$ cat src/rtl/directory_wb_buffer.sv
// In-order writeback FIFO feeding the directory data store write port, with read forward/stall detection.
// Optional build macro DIR_WB_COALESCE_EN merges writebacks to an already-queued index in place.
module directory_wb_buffer #(
    parameter int CL_SIZE = 4,
    parameter int IDX_CNT = 512,
    parameter int DEPTH   = 4
) (
    input  logic                         clk,
    input  logic                         rst_n,
    input  logic                         wb_valid,
    input  logic [$clog2(IDX_CNT)-1:0]   wb_idx,
    input  logic [CL_SIZE*8-1:0]         wb_data,
    output logic                         wb_ready,
    input  logic [2:0]                   operation,
    input  logic [$clog2(IDX_CNT)-1:0]   idx,
    input  logic                         drain_hold,
    output logic                         alloc,
    output logic [$clog2(IDX_CNT)-1:0]   idx_in_wb,
    output logic [CL_SIZE*8-1:0]         cl_in_wb,
    output logic                         st_fwd,
    output logic                         rd_stall,
    output logic [$clog2(DEPTH):0]       count
);
    localparam int IW = $clog2(IDX_CNT);
    localparam int DW = CL_SIZE * 8;
    localparam int PW = $clog2(DEPTH);
    localparam int CW = PW + 1;

    logic           rst_n_q;
    logic [PW-1:0]  head;
    logic [PW-1:0]  tail;
    logic [DEPTH-1:0] vld;
    logic [IW-1:0]  idx_mem  [DEPTH];
    logic [DW-1:0]  data_mem [DEPTH];

    logic           hit;
    logic [PW-1:0]  hit_ptr;
    logic           full;
    logic           push;
    logic           push_new;

    always_comb begin
        alloc     = (count != '0) && !drain_hold;
        idx_in_wb = idx_mem[head];
        cl_in_wb  = data_mem[head];
        st_fwd    = alloc && (operation != 3'd0) && (idx == idx_in_wb);

        // The head is excluded only while it is actually leaving this cycle.
        rd_stall = 1'b0;
        for (int i = 0; i < DEPTH; i++) begin
            if (vld[i] && (idx_mem[i] == idx) && !(alloc && (head == PW'(i))))
                rd_stall = 1'b1;
        end
        rd_stall = rd_stall && (operation != 3'd0);

        hit     = 1'b0;
        hit_ptr = '0;
`ifdef DIR_WB_COALESCE_EN
        for (int i = 0; i < DEPTH; i++) begin
            if (!hit && vld[i] && (idx_mem[i] == wb_idx) && !(alloc && (head == PW'(i)))) begin
                hit     = 1'b1;
                hit_ptr = PW'(i);
            end
        end
`endif
        full     = (count == CW'(DEPTH));
        wb_ready = rst_n_q && (!full || hit);
        push     = wb_valid && wb_ready;
        push_new = push && !hit;
    end

    always_ff @(posedge clk) begin
        rst_n_q <= rst_n;
        if (!rst_n) begin
            head  <= '0;
            tail  <= '0;
            count <= '0;
            vld   <= '0;
        end else begin
            if (push_new) begin
                vld[tail]      <= 1'b1;
                idx_mem[tail]  <= wb_idx;
                data_mem[tail] <= wb_data;
                tail           <= tail + PW'(1);
            end
            if (push && hit)
                data_mem[hit_ptr] <= wb_data;
            if (alloc) begin
                vld[head] <= 1'b0;
                head      <= head + PW'(1);
            end
            if (push_new && !alloc)
                count <= count + CW'(1);
            else if (!push_new && alloc)
                count <= count - CW'(1);
        end
    end
endmodule

$ cat config.mk
export PLATFORM = sky130hd
export DESIGN_NAME = directory_wb_buffer
export DESIGN_NICKNAME = d
export VERILOG_FILES = /design/src/rtl/directory_wb_buffer.sv
export SDC_FILE = /design/constraint.sdc
export NUM_CORES = 1
export LEC_CHECK = 0
export CORE_MARGIN = 5
export CORE_UTILIZATION = 34
export DETAILED_ROUTE_END_ITERATION = 8
export PLACE_DENSITY_LB_ADDON = 0.08
export SETUP_SLACK_MARGIN = 0.3
export SLEW_MARGIN = 40
export SYNTH_ARGS = -nofsm -noshare
export SYNTH_HDL_FRONTEND = slang
export SYNTH_SLANG_ARGS = --single-unit
$ cat constraint.sdc
create_clock -name clk -period 2.32 [get_ports clk]
set_input_delay 0.464 -clock clk [delete_from_list [all_inputs] [get_ports clk]]
set_output_delay 0.464 -clock clk [all_outputs]
set_load 0.005 [all_outputs]
==> flow_summary.ini <==
[sta]
hold_violations = 0
fin_tns_setup_ns = -9.07
maxSlewHeadroom = 0.719
worst_pin_slew_ns = 0.419
grt_setup_unrepaired = yes
clock.fmax_mhz = 340
fin_skew_ns = 0.0104
drv_slew = 0
hold_ws_ns = 0.509
finalCritPeriodShare = 1.27
post-route-min-period_ns = 2.94
setup_slack_ns = -0.622
setup_violations = 41

[setup_path]
cp_cell_sequence = buf_4 > mux4_2 > xor2_1 > nor4_2 > buf_4 > nand2_1 > nor4_2 > buf_2
r2r_slack_ns = 0.20
cp_max_fo = 4
worst_path_largest_cell_delay_ns = 0.54
cp.required_ns = 1.86
critPathKind = reg2out
endpoint_kind = primary output
startpoint_type = register
crit_slowest_cell = mux4_2
critPathArrivalTime_ns = 2.48

[yosys]
yosysWarningCount = 0
async_reset_ff_frac = 0
synthCells = 364
synth_area_leaders = edfxtp_1 (69%), mux4_2 (12%), xor2_1 (4.1%), dfxtp_1 (3.9%), xnor2_1 (1.8%)
synth_top_area_frac = 0.685
ys_seq_elements = 178
yosysUniqueCellTypes = 32
syn-mean-instance-area_um2 = 19.7
syn_area_mm2 = 0.00718
synth_edf_count = 164
synth_nets = 431
synth_seq_area_share = 0.724
yosys_most_used_dff = edfxtp_1
yosys.area.top_type = edfxtp_1

[floorplanning]
start_util = 0.344
io_pins = 105
dieHeight_um = 155
core_area_mm2 = 0.0209
die_w_um = 155
placementRows = 53
design.die.area_mm2 = 0.0241

[clock_tree]
root_buffer = clkbuf_16
clockBufferDepth = 2
cts_tree = yes
cts_hold_buf = 0
cts.sinks = 178
htree_levels = 4
cts-buffers-inserted = 17
clk_latency_ns = 0.42
clkTransAtPathRegs_ns = 0.07

[power_and_ir_drop]
power_density_mw_per_mm2 = 928
irDropWorstVdd_v = 0.000527
p_leak_nw = 3.59

[drt]
ant_nets = 0
dr_total_vias = 4009
post-route-drc-count = 0
drt_first_iter_violations = 128
avgRoutedWirePerCell_um = 18.9
wirelength_um = 16400
dr.pass1.iters = 4
vias_per_cell = 4.62

[min_path]
min_path_type = reg2reg

[global_route]
antenna_found_initial = 0
grt_first_pass_wirelength_um = 25300
grt_usage = 0.139
grt_pass1_vias = 4478
grt_start_max_net_pins = 32
gr-total-overflow = 0

[place]
post_dp_cell_area_mm2 = 0.00928
dp_hpwl_um = 11300
placed_cells = 810
place.gp.congestion = 0.721
port-buffer-count = 104
place_ws_ns = -0.782

[finish]
area_delta_synth_final_pct = 41.6
final_layout_size_suffix_gt1_frac = 0.392
fin_cells = 867
finalInstanceArea_mm2 = 0.0102
diodes = 0
num-nets-final = 646

[job]
drv_cap = 0

[outcome]
violations = setup timing
status = finished, violations left
what timing repair did:
action	4_1_cts	5_1_grt
resized for setup	97	62
setup buffers	9	15
cloned	1	0
endpoints found under the setup margin	47	46
pin swaps	6	6
logic make-up after synthesis:
family,count (synthesis),share of synthesized area
buffers and inverters,26,0.0195
and+or+nand+nor,48,0.0371
adders and majority gates,10,0.0185
muxes,43,0.132
DFF,178,0.724
xor gates and xnor gates,49,0.0597
AOI/OAI and AO/OA,10,0.00836
synthesized netlist by cell type, types with 4 or more instances:
| library cell | number |
|---|---|
| mux4_2 | 39 |
| xor2_1 | 34 |
| nor2_1 | 5 |
| and2_1 | 5 |
| nor4_1 | 9 |
| inv_1 | 6 |
| and3_1 | 7 |
| dfxtp_1 | 14 |
| xnor2_1 | 15 |
| buf_2 | 6 |
| ha_1 | 9 |
| clkbuf_1 | 6 |
| a21oi_1 | 4 |
| edfxtp_1 | 164 |
| nand2_1 | 10 |
critical path: cells and delay by family, from the launching register on:
family | cells | cell delay, ns
multiplexers | 1 | 0.54
AND/OR/NAND/NOR | 3 | 0.47
buffers and inverters | 3 | 0.46
flip-flops | 1 | 0.40
XOR/XNOR | 1 | 0.18
state kept, by name, indices dropped and copies added, names as in the netlist, named ones only:
| register | flops |
|---|---|
| vld | 4 |
| count | 3 |
| rst_n_q | 1 |
| idx_mem | 36 |
| head | 2 |
| data_mem | 128 |
| tail | 2 |
layout by cell type, fill, tap and decap left out, types with 2 or more instances in the layout:
master | netlist | routed
buf_4 | 3 | 71
inv_8 | 0 | 2
and2_1 | 5 | 4
dlygate4sd2_1 | 0 | 23
nand2_1 | 10 | 10
nor4_2 | 1 | 3
dfxtp_2 | 0 | 2
mux2i_1 | 2 | 2
dfxtp_4 | 0 | 2
nand4_1 | 2 | 2
ha_1 | 9 | 8
xnor2_1 | 15 | 15
nor3b_1 | 2 | 2
clkinv_4 | 0 | 2
buf_2 | 6 | 9
and3_1 | 7 | 3
nor2b_1 | 2 | 2
mux4_2 | 39 | 40
clkbuf_2 | 0 | 11
dfxtp_1 | 14 | 10
a21oi_1 | 4 | 4
edfxtp_1 | 164 | 164
buf_16 | 0 | 2
inv_6 | 0 | 5
clkbuf_16 | 0 | 17
xor2_1 | 34 | 33
nor2_1 | 5 | 4
a21boi_1 | 0 | 2
and3_2 | 0 | 4
inv_1 | 6 | 4
nor4_1 | 9 | 7
buf_12 | 1 | 18
buf_6 | 1 | 28
clkinvlp_4 | 0 | 4
clkdlybuf4s50_1 | 0 | 51
layout make-up:
type	instances	area, µm²
fill	1802	10700
inverter	6	25.0
clock inverter	14	144
sequential	178	5220
clock buffer	18	429
multi-input combinational	160	1910
tap	275	344
timing repair buffer	216	2110
path summary, 6_finish.rpt:
check | from | to | cells past startpoint
worst min register to register | vld[2]$_SDFF_PN0_ | vld[2]$_SDFF_PN0_ | 2
worst max register to register | count[1]$_SDFFE_PN0P_ | count[2]$_SDFFE_PN0P_ | 12
worst max-delay path | register | st_fwd | 8
worst min-delay path | vld[2]$_SDFF_PN0_ | vld[2]$_SDFF_PN0_ | 2
stage by stage:
stage	power, W	utilization
2_1_floorplan	0.00493	-
3_3_place_gp	0.00626	0.444
3_5_place_dp	0.00629	0.444
4_1_cts	0.00930	0.477
5_1_grt	0.00994	0.487
6_report	0.00945	0.487
routing by layer:
metal  wire, µm  global-route usage  part of all wire
met1       6900               0.172              0.42
met2       8480               0.240              0.52
met3        781              0.0367             0.048
met4        211              0.0442             0.013
met5          0                   0                 0
power breakdown:
part / internal, W / leakage, nW / switching [W]
Clock: 0.00151 / 0.268 / 0.00125
Sequential: 0.00364 / 1.60 / 0.0000851
Combinational: 0.00186 / 1.73 / 0.00109
No activity file was read; power rests on OpenSTA's default activity.
